File: src/rtl/if_pkg.sv
// Shared types and defaults for the if-then-else dispatch controller.
package if_pkg;

  localparam int unsigned DefWidth = 16;
  localparam int unsigned DefTmo   = 255;

  typedef enum logic [2:0] {
    StIdle,
    StPGo,
    StPWait,
    StBGo,
    StBWait
  } state_e;

endpackage

File: src/rtl/if_watchdog.sv
// Wait-state cycle counter; o_expired is high during the TMO-th cycle of an enabled run.
module if_watchdog #(
  parameter int unsigned TMO = 255
) (
  input  logic i_clk,
  input  logic i_rst_n,
  input  logic i_clr,
  input  logic i_en,
  output logic o_expired
);

  localparam int unsigned CW = (TMO > 2) ? $clog2(TMO) : 1;

  logic [CW-1:0] r_cnt;

  always_ff @(posedge i_clk) begin
    if (!i_rst_n) begin
      r_cnt <= '0;
    end else if (i_clr) begin
      r_cnt <= '0;
    end else if (i_en) begin
      r_cnt <= r_cnt + 1'b1;
    end
  end

  assign o_expired = i_en && (r_cnt == CW'(TMO - 1));

endmodule

File: src/rtl/if_dispatch.sv
// If-then-else controller: runs the predicate block, then exactly one branch block.
// Define IF_DISPATCH_TIMEOUT_EN to add the ERR port and the wait-state watchdog.
module if_dispatch
  import if_pkg::*;
#(
  parameter int unsigned WIDTH = DefWidth,
  parameter int unsigned TMO   = DefTmo
) (
  input  logic             CLK,
  input  logic             RST,
  input  logic             ST,
  output logic             RD,
  output logic [WIDTH-1:0] RES,
`ifdef IF_DISPATCH_TIMEOUT_EN
  output logic             ERR,
`endif
  input  logic [WIDTH-1:0] IN1,
  input  logic [WIDTH-1:0] IN2,
  input  logic [WIDTH-1:0] IN3,
  output logic [WIDTH-1:0] OP1,
  output logic [WIDTH-1:0] OP2,
  output logic [WIDTH-1:0] OP3,
  output logic             P_ST,
  input  logic             P_RD,
  input  logic [WIDTH-1:0] P_RES,
  output logic             Y_ST,
  input  logic             Y_RD,
  input  logic [WIDTH-1:0] Y_RES,
  output logic             N_ST,
  input  logic             N_RD,
  input  logic [WIDTH-1:0] N_RES
);

  if (TMO < 2) begin : g_tmo_bad
    $error("if_dispatch: TMO must be at least 2");
  end

  state_e           r_state, w_state_d;
  logic             r_rd, w_rd_d;
  logic [WIDTH-1:0] r_res, w_res_d;
  logic [WIDTH-1:0] r_op1, r_op2, r_op3, w_op1_d, w_op2_d, w_op3_d;
  logic             r_sel, w_sel_d;
  logic             r_p_st, r_y_st, r_n_st, w_p_st_d, w_y_st_d, w_n_st_d;
  logic             w_pred_true, w_br_rd;
  logic [WIDTH-1:0] w_br_res;

  assign w_pred_true = |P_RES;
  // Only the selected branch's handshake is ever looked at.
  assign w_br_rd     = r_sel ? Y_RD : N_RD;
  assign w_br_res    = r_sel ? Y_RES : N_RES;

`ifdef IF_DISPATCH_TIMEOUT_EN
  logic r_err, w_err_d;
  logic w_wd_clr, w_wd_en, w_wd_exp;

  if_watchdog #(
    .TMO(TMO)
  ) u_watchdog (
    .i_clk    (CLK),
    .i_rst_n  (RST),
    .i_clr    (w_wd_clr),
    .i_en     (w_wd_en),
    .o_expired(w_wd_exp)
  );

  assign ERR      = r_err;
  assign w_wd_clr = (r_state == StPGo) || (r_state == StBGo);
  assign w_wd_en  = (r_state == StPWait) || (r_state == StBWait);
`endif

  always_comb begin
    w_state_d = r_state;
    w_rd_d    = r_rd;
    w_res_d   = r_res;
    w_op1_d   = r_op1;
    w_op2_d   = r_op2;
    w_op3_d   = r_op3;
    w_sel_d   = r_sel;
    w_p_st_d  = 1'b0;
    w_y_st_d  = 1'b0;
    w_n_st_d  = 1'b0;
`ifdef IF_DISPATCH_TIMEOUT_EN
    w_err_d   = r_err;
`endif
    unique case (r_state)
      StIdle: begin
        if (ST) begin
          w_op1_d   = IN1;
          w_op2_d   = IN2;
          w_op3_d   = IN3;
          w_rd_d    = 1'b0;
          w_p_st_d  = 1'b1;
          w_state_d = StPGo;
`ifdef IF_DISPATCH_TIMEOUT_EN
          w_err_d   = 1'b0;
`endif
        end
      end
      StPGo: w_state_d = StPWait;
      StPWait: begin
        if (P_RD) begin
          w_sel_d   = w_pred_true;
          w_y_st_d  = w_pred_true;
          w_n_st_d  = !w_pred_true;
          w_state_d = StBGo;
        end
`ifdef IF_DISPATCH_TIMEOUT_EN
        else if (w_wd_exp) begin
          w_state_d = StIdle;
          w_rd_d    = 1'b1;
          w_res_d   = '0;
          w_err_d   = 1'b1;
        end
`endif
      end
      StBGo: w_state_d = StBWait;
      StBWait: begin
        if (w_br_rd) begin
          w_res_d   = w_br_res;
          w_rd_d    = 1'b1;
          w_state_d = StIdle;
        end
`ifdef IF_DISPATCH_TIMEOUT_EN
        else if (w_wd_exp) begin
          w_state_d = StIdle;
          w_rd_d    = 1'b1;
          w_res_d   = '0;
          w_err_d   = 1'b1;
        end
`endif
      end
      default: begin
        w_state_d = StIdle;
        w_rd_d    = 1'b1;
      end
    endcase
  end

  always_ff @(posedge CLK) begin
    if (!RST) begin
      r_state <= StIdle;
      r_rd    <= 1'b1;
      r_res   <= '0;
      r_op1   <= '0;
      r_op2   <= '0;
      r_op3   <= '0;
      r_sel   <= 1'b0;
      r_p_st  <= 1'b0;
      r_y_st  <= 1'b0;
      r_n_st  <= 1'b0;
`ifdef IF_DISPATCH_TIMEOUT_EN
      r_err   <= 1'b0;
`endif
    end else begin
      r_state <= w_state_d;
      r_rd    <= w_rd_d;
      r_res   <= w_res_d;
      r_op1   <= w_op1_d;
      r_op2   <= w_op2_d;
      r_op3   <= w_op3_d;
      r_sel   <= w_sel_d;
      r_p_st  <= w_p_st_d;
      r_y_st  <= w_y_st_d;
      r_n_st  <= w_n_st_d;
`ifdef IF_DISPATCH_TIMEOUT_EN
      r_err   <= w_err_d;
`endif
    end
  end

  assign RD   = r_rd;
  assign RES  = r_res;
  assign OP1  = r_op1;
  assign OP2  = r_op2;
  assign OP3  = r_op3;
  assign P_ST = r_p_st;
  assign Y_ST = r_y_st;
  assign N_ST = r_n_st;

endmodule

File: config.mk
export PLATFORM = sky130hd
export DESIGN_NAME = if_dispatch
export DESIGN_NICKNAME = d
export VERILOG_FILES = /design/src/rtl/if_pkg.sv /design/src/rtl/if_watchdog.sv /design/src/rtl/if_dispatch.sv
export SDC_FILE = /design/constraint.sdc
export NUM_CORES = 1
export LEC_CHECK = 0
export BUFFER_PORTS_ARGS = -buffer_cell sky130_fd_sc_hd__buf_2
export CAP_MARGIN = 0
export CORE_MARGIN = 2
export CORE_UTILIZATION = 46
export CTS_BUF_LIST = sky130_fd_sc_hd__clkbuf_8 sky130_fd_sc_hd__clkbuf_16
export CTS_CLUSTER_SIZE = 24
export DETAILED_ROUTE_END_ITERATION = 8
export GPL_ROUTABILITY_DRIVEN = 1
export HOLD_SLACK_MARGIN = 0.03
export PLACE_DENSITY = 0.85
export SLEW_MARGIN = 30
export SYNTH_ARGS = -nofsm -noshare
export SYNTH_HDL_FRONTEND = slang
export SYNTH_SLANG_ARGS = --single-unit
File: constraint.sdc
create_clock -name CLK -period 2.8 [get_ports CLK]
set_input_delay 0.56 -clock CLK [delete_from_list [all_inputs] [get_ports CLK]]
set_output_delay 0.56 -clock CLK [all_outputs]
set_load 0.1 [all_outputs]
==> qor.yml, run 1 <==
cts:
  clockBufferDepth: 2
  cts_buffers: 9
  clk_latency_ps: 320
  cts_setup_buffers: 0
  clkTransAtPathRegs_ps: 70
  cts_tree: "built"
  htreeDepth: 3
  post_cts_resized: 0
  cts_num_sinks: 72
  postCtsHoldBufs: 0
  clockRootBuffer: "clkbuf_8"
critical_path:
  reg2reg_depth: 4
  r2r_end: "RES[15]$_SDFFE_PN0P_"
  crit_start: "r_state[2]$_SDFFE_PN0P_"
  r2r-start: "r_state[2]$_SDFFE_PN0P_"
  crit_path_end_kind: "register"
  regToRegSetupSlack_ps: 810
  startpoint_type: "register"
  cp.required_ps: 2950
  path_class: "register to register"
  critPathArrivalTime_ps: 2150
  cp_max_fo: 19
logic_synthesis:
  yosysWarningCount: 0
  synth.avg_cell_area_um2: 8.68
  synth_edf_count: 0
  ys_ff_latch: 72
  syn-instance-count: 320
  synth.most_common_cell: "nand2_1"
  ys_types: 30
  synth_top_cell_area_share_pct: 51.9
  syn-cell-area_um2: 2780
  ys_seq_area_share_pct: 51.9
  synth-main-ff-cell: "dfxtp_1"
  async_flop_share_pct: 0
  yosysTopAreaCell: "dfxtp_1"
  syn_nets: 422
  synth_common_cells: "nand2_1, dfxtp_1, a21oi_1"
  synth_area_leaders: "dfxtp_1, nand2_1, a21oi_1, mux2i_1, a211oi_1"
floorplanning:
  rows: 28
  boundaryPins: 170
  chipWidth_um: 81.7
  die_h_um: 81.7
  dieArea_um2: 6670
  coreArea_um2: 5890
  start_util_pct: 47.2
timing:
  rsz0062_at_grt: "false"
  finClkSkew_ps: 5.33
  maxSlewViolCount: 0
  finalHoldViolCount: 0
  period_share_pct: 71.2
  slew_headroom_pct: 45.6
  min_period_ps: 1990
  fin_setup_tns_ps: 0
  finalWorstSetupSlack_ps: 808
  setup-violations-final: 0
  worst_pin_slew_ps: 816
  max_freq_mhz: 502
layout:
  finish.net_count: 584
  fillers: 535
  area_growth_pct: 38.2
  n_antenna_cell: 0
  drive_above_1_share_pct: 40.2
  utilization_pct: 65.2
detailed_routing:
  first_pass_iters: 4
  final_antenna_net_count: 0
  vias_per_cell: 5.02
  via_count: 2820
  drtIter0Drc: 78
  routedWlPerCell_um: 12.5
  totalWireLength_um: 7050
  drc: 0
place:
  place.gp.congestion: 0.792
  dp_slack_ps: 845
  port_buffers: 169
  dp_hpwl_um: 5350
job:
  cap_violations: 0
min_path:
  hp-start: "OP2[3]$_SDFFE_PN0P_"
  min_to: "OP2[3]$_SDFFE_PN0P_"
  worstHoldPathType: "register to register"
  hold_depth: 2
global_route:
  grt_pass1_wl_um: 11200
  grt_pass1_vias: 2678
  grt_start_max_net_pins: 31
  grt_antenna_before_repair: 0
  overflow: 0
  grt.total_usage_pct: 21.6
pwr:
  ir_drop_uv: 489
  powerDensity_nw_per_um2: 725
  p_leak_uw: 0.00180
outcome:
  status: "finished clean"
layer usage:
layer	share of wire (%)	track usage (%)	routed length, µm	up-vias
met1	39	23.2	2770	1277
li1	-	-	-	1417
met2	51	38.9	3580	111
met3	7.5	6.04	526	15
met4	2.3	10.2	163	0
met5	0	0	0	-
critical path, stage by stage, from the launching register on:
cell and delay, ps:
dfxtp_1 480, nor3b_4 230, buf_4 240, and2_0 690, a211oi_1 190
cells in the final DEF (no fill, tap or decap), types with 2 or more instances in the layout:
cell / count
clkinv_2: 2
nor4_1: 4
a21oi_1: 65
buf_4: 8
inv_1: 2
dfxtp_1: 72
clkbuf_8: 11
a211oi_1: 15
nor2_1: 3
buf_2: 169
nand2_1: 98
mux2i_1: 17
power breakdown:
group          internal, µW  total [µW]  switching [µW]
Sequential             1100        1140            42.0
Combinational           179         846             668
Clock                   451         799             347
Total                  1730        2780            1060
cells by family (layout without fill, tap and decap cells):
| group | count (synthesis) | after routing | share of synthesized area (%) |
|---|---|---|---|
| AOI/OAI and AO/OA | 86 | 86 | 17.7 |
| xor gates and xnor gates | 1 | 1 | 0.316 |
| buffers and inverters | 27 | 194 | 5.41 |
| DFF | 72 | 72 | 51.9 |
| muxes | 18 | 18 | 6.67 |
| and+or+nand+nor | 116 | 116 | 18.0 |
stage by stage:
stage / cells / hold slack [ps] / power [µW] / cell area [µm²]
after floorplan: 320 / 522 / 1840 / 2780
after global placement: 546 / 438 / 2000 / 3640
after detailed placement: 546 / 444 / 2010 / 3640
after CTS: 562 / 450 / 2820 / 3840
after global routing: 562 / 456 / 2910 / 3840
final: 562 / 451 / 2780 / 3840
how the worst max path moves through the flow:
stage                                       to  cells after the start  slack, ps
after CTS                 RES[15]$_SDFFE_PN0P_                      4        830
after global routing      RES[15]$_SDFFE_PN0P_                      4        640
after floorplan           OP2[10]$_SDFFE_PN0P_                      6       1190
final                     RES[15]$_SDFFE_PN0P_                      4        810
after detailed placement  RES[15]$_SDFFE_PN0P_                      4        850
after global placement    RES[12]$_SDFFE_PN0P_                      4        950
cell type report:
type                            count  area [µm²]  area share, %
Multi-Input combinational cell    221        1190           31.1
Clock inverter                      5        47.5           1.24
Inverter                            1        3.75         0.0978
Clock buffer                       11         151           3.95
Timing Repair Buffer              177         906           23.6
Sequential cell                    72        1440           37.6
Tap cell                           75        93.8           2.45
state kept, by name, summed over array words and instances, names as in the netlist:
name and cells:
Y_ST 1, P_ST 1, OP3 16, N_ST 1
OP1 16, RD 1, r_sel 1, OP2 16
RES 16, r_state 3
(Power assumes the default switching activity.)
==> run 2, diff against run 1 <==
--- a/config.mk
+++ b/config.mk
@@ -5,16 +5,17 @@
 export SDC_FILE = /design/constraint.sdc
 export NUM_CORES = 1
 export LEC_CHECK = 0
+export ABC_AREA = 1
 export BUFFER_PORTS_ARGS = -buffer_cell sky130_fd_sc_hd__buf_2
 export CAP_MARGIN = 0
 export CORE_MARGIN = 2
-export CORE_UTILIZATION = 46
+export CORE_UTILIZATION = 40
 export CTS_BUF_LIST = sky130_fd_sc_hd__clkbuf_8 sky130_fd_sc_hd__clkbuf_16
 export CTS_CLUSTER_SIZE = 24
 export DETAILED_ROUTE_END_ITERATION = 8
 export GPL_ROUTABILITY_DRIVEN = 1
 export HOLD_SLACK_MARGIN = 0.03
-export PLACE_DENSITY = 0.85
+export PLACE_DENSITY = 0.77
 export SLEW_MARGIN = 30
 export SYNTH_ARGS = -nofsm -noshare
 export SYNTH_HDL_FRONTEND = slang
==> constraint.sdc (replaced) <==
create_clock -name CLK -period 1.8 [get_ports CLK]
set_input_delay 0.36 -clock CLK [delete_from_list [all_inputs] [get_ports CLK]]
set_output_delay 0.36 -clock CLK [all_outputs]
set_load 0.1 [all_outputs]
==> run 2 against run 1 <==
Compared with the run above:
- cell count rose by 17%
- sequential share of layout area is 3.1 points lower
- clock power grew 130%
- largest cell class unchanged
- via count is 4.5% higher
- die area up 24%
- highest routed layer unchanged
- clock skew hardly changed
- hold slack got worse by 150 ps
- sequential cell count did not move
- fmax rose by 34%
- count of clock-buffer cells in the layout unchanged
- non-clock buffer count decreased by 1
- sequential power is 64% higher
==> qor.yml, run 2 <==
outcome:
  status: "finished clean"
detailed_routing:
  vias_per_cell: 4.49
  first_pass_iters: 4
  routedWlPerCell_um: 11.0
  drc: 0
  final_antenna_net_count: 0
  drtIter0Drc: 78
  via_count: 2947
  totalWireLength_um: 7240
logic_synthesis:
  ys_ff_latch: 72
  ys_seq_area_share_pct: 47.8
  yosysWarningCount: 0
  synth_edf_count: 0
  yosysTopAreaCell: "dfxtp_1"
  syn-cell-area_um2: 3020
  synth.avg_cell_area_um2: 7.73
  synth-main-ff-cell: "dfxtp_1"
  synth_area_leaders: "dfxtp_1, a21oi_1, o21ai_0, inv_1, nand2_1"
  syn-instance-count: 390
  ys_types: 22
  synth_common_cells: "dfxtp_1, inv_1, a21oi_1"
  syn_nets: 492
  synth_top_cell_area_share_pct: 47.8
  async_flop_share_pct: 0
  synth.most_common_cell: "dfxtp_1"
global_route:
  grt_start_max_net_pins: 50
  grt_pass1_wl_um: 12300
  overflow: 0
  grt.total_usage_pct: 18.1
  grt_antenna_before_repair: 0
  grt_pass1_vias: 2831
layout:
  area_growth_pct: 38.7
  final_cell_mix: "buf_2, dfxtp_1, inv_1, a21oi_1, o21ai_0"
  finish.net_count: 655
  stdcell_count: 657
  drive_above_1_share_pct: 41.6
  n_antenna_cell: 0
  fillers: 705
  final_common_cell: "buf_2"
  fin_area_um2: 4180
floorplanning:
  chipWidth_um: 90.8
  die_h_um: 90.8
  coreArea_um2: 7290
  start_util_pct: 41.4
  boundaryPins: 170
  rows: 31
  dieArea_um2: 8250
critical_path:
  critPathCapture: "RES[12]$_SDFFE_PN0P_"
  cpPeakStageDelay_ps: 360
  cp_top_family: "simple AND/OR/NAND/NOR gates"
  crit_top_cell: "nand2_1"
  startpoint_type: "register"
  crit_path_cell_trace: "inv_2, nand2_1, nor2_1, nor2b_4, buf_4, nand2_1, nand2_1, nor2_2"
  crit_cells: 8
  crit_path_end_kind: "register"
  reg2reg_depth: 8
  cp_num_buf_inv: 2
  crit_start: "r_state[1]$_SDFFE_PN0P_"
  path_class: "register to register"
  r2r-start: "r_state[1]$_SDFFE_PN0P_"
  slowest_stage: "dfxtp_1"
  r2r_end: "RES[12]$_SDFFE_PN0P_"
  cp_max_fo: 32
  critPathArrivalTime_ps: 1710
  regToRegSetupSlack_ps: 320
  cp.required_ps: 2030
timing:
  period_share_pct: 82.4
  fin_setup_tns_ps: 0
  setup-violations-final: 0
  finClkSkew_ps: 5.69
  max_freq_mhz: 674
  maxSlewViolCount: 0
  finalHoldViolCount: 0
  min_period_ps: 1480
  slew_headroom_pct: 66.8
  rsz0062_at_grt: "false"
  holdWs_ps: 300
  worst_pin_slew_ps: 502
cts:
  post_cts_resized: 0
  cts_num_sinks: 72
  cts_tree: "built"
  postCtsHoldBufs: 0
  clockBufferDepth: 2
  cts_buffers: 9
  cts_setup_buffers: 0
  clkTransAtPathRegs_ps: 70
  htreeDepth: 3
  clockRootBuffer: "clkbuf_8"
  clk_latency_ps: 330
place:
  port_buffers: 169
  place.gp.congestion: 0.796
  dpl_cell_area_um2: 3880
  place_inst: 641
  dp_hpwl_um: 5430
pwr:
  ir_drop_uv: 821
  power_uw: 5690
  powerDensity_nw_per_um2: 1360
  p_leak_uw: 0.00204
min_path:
  hp-start: "IN1[11]"
  worstHoldPathType: "primary input to register"
job:
  cap_violations: 0
-- run 2: cells by family (layout without fill, tap and decap cells) --
group	count (synthesis)	in the layout	share of synthesized area (%)
simple gates	123	123	19.6
compound gates	115	115	20.4
flops	72	72	47.8
buf+inv	80	248	12.2
-- run 2: worst reg2reg max path, cell delays in order (launching register included) --
cell     delay, ps
dfxtp_1        360
inv_2          110
nand2_1         50
nor2_1         150
nor2b_4        160
buf_4          320
nand2_1        110
nand2_1         90
nor2_2          30
-- run 2: how the worst min path moves through the flow --
| stage | slack, ps | end | depth (start not counted) |
|---|---|---|---|
| floorplan | 500 | r_state[1]$_SDFFE_PN0P_ | 2 |
| global placement | 430 | OP2[4]$_SDFFE_PN0P_ | 2 |
| detailed placement | 430 | OP1[6]$_SDFFE_PN0P_ | 2 |
| CTS | 290 | OP1[8]$_SDFFE_PN0P_ | 3 |
| global route | 290 | OP1[8]$_SDFFE_PN0P_ | 3 |
| finish | 300 | OP1[11]$_SDFFE_PN0P_ | 3 |
-- run 2: final cells by class --
cell class | instances | area (µm²) | area share [%]
sequential | 72 | 1440 | 34.5
inverter | 56 | 210 | 5.03
timing repair buffer | 176 | 898 | 21.5
clock inverter | 5 | 150 | 3.59
clock buffer | 11 | 151 | 3.62
tap | 99 | 124 | 2.96
multi-input combinational | 238 | 1210 | 28.9
-- run 2: power breakdown --
group / total [µW] / switching [µW] / leakage [µW] / internal, µW
clock: 1850 / 572 / 0.000150 / 1280
combinational: 1970 / 1630 / 0.00129 / 346
sequential: 1870 / 95.3 / 0.000592 / 1780
-- run 2: through the flow --
stage | utilization, % | worst slack [ps]
finish | 57.4 | 317
global route | 57.4 | 141
CTS | 57.4 | 307
detailed placement | 53.2 | 349
global placement | 53.2 | 375
floorplan | - | 515
-- run 2: layer usage --
layer	up-vias	track usage, %	routed length, µm
met2	118	32.1	3410
met5	-	0	0
met1	1271	20.0	3050
met4	0	6.06	80
li1	1550	-	-
met3	8	6.34	689
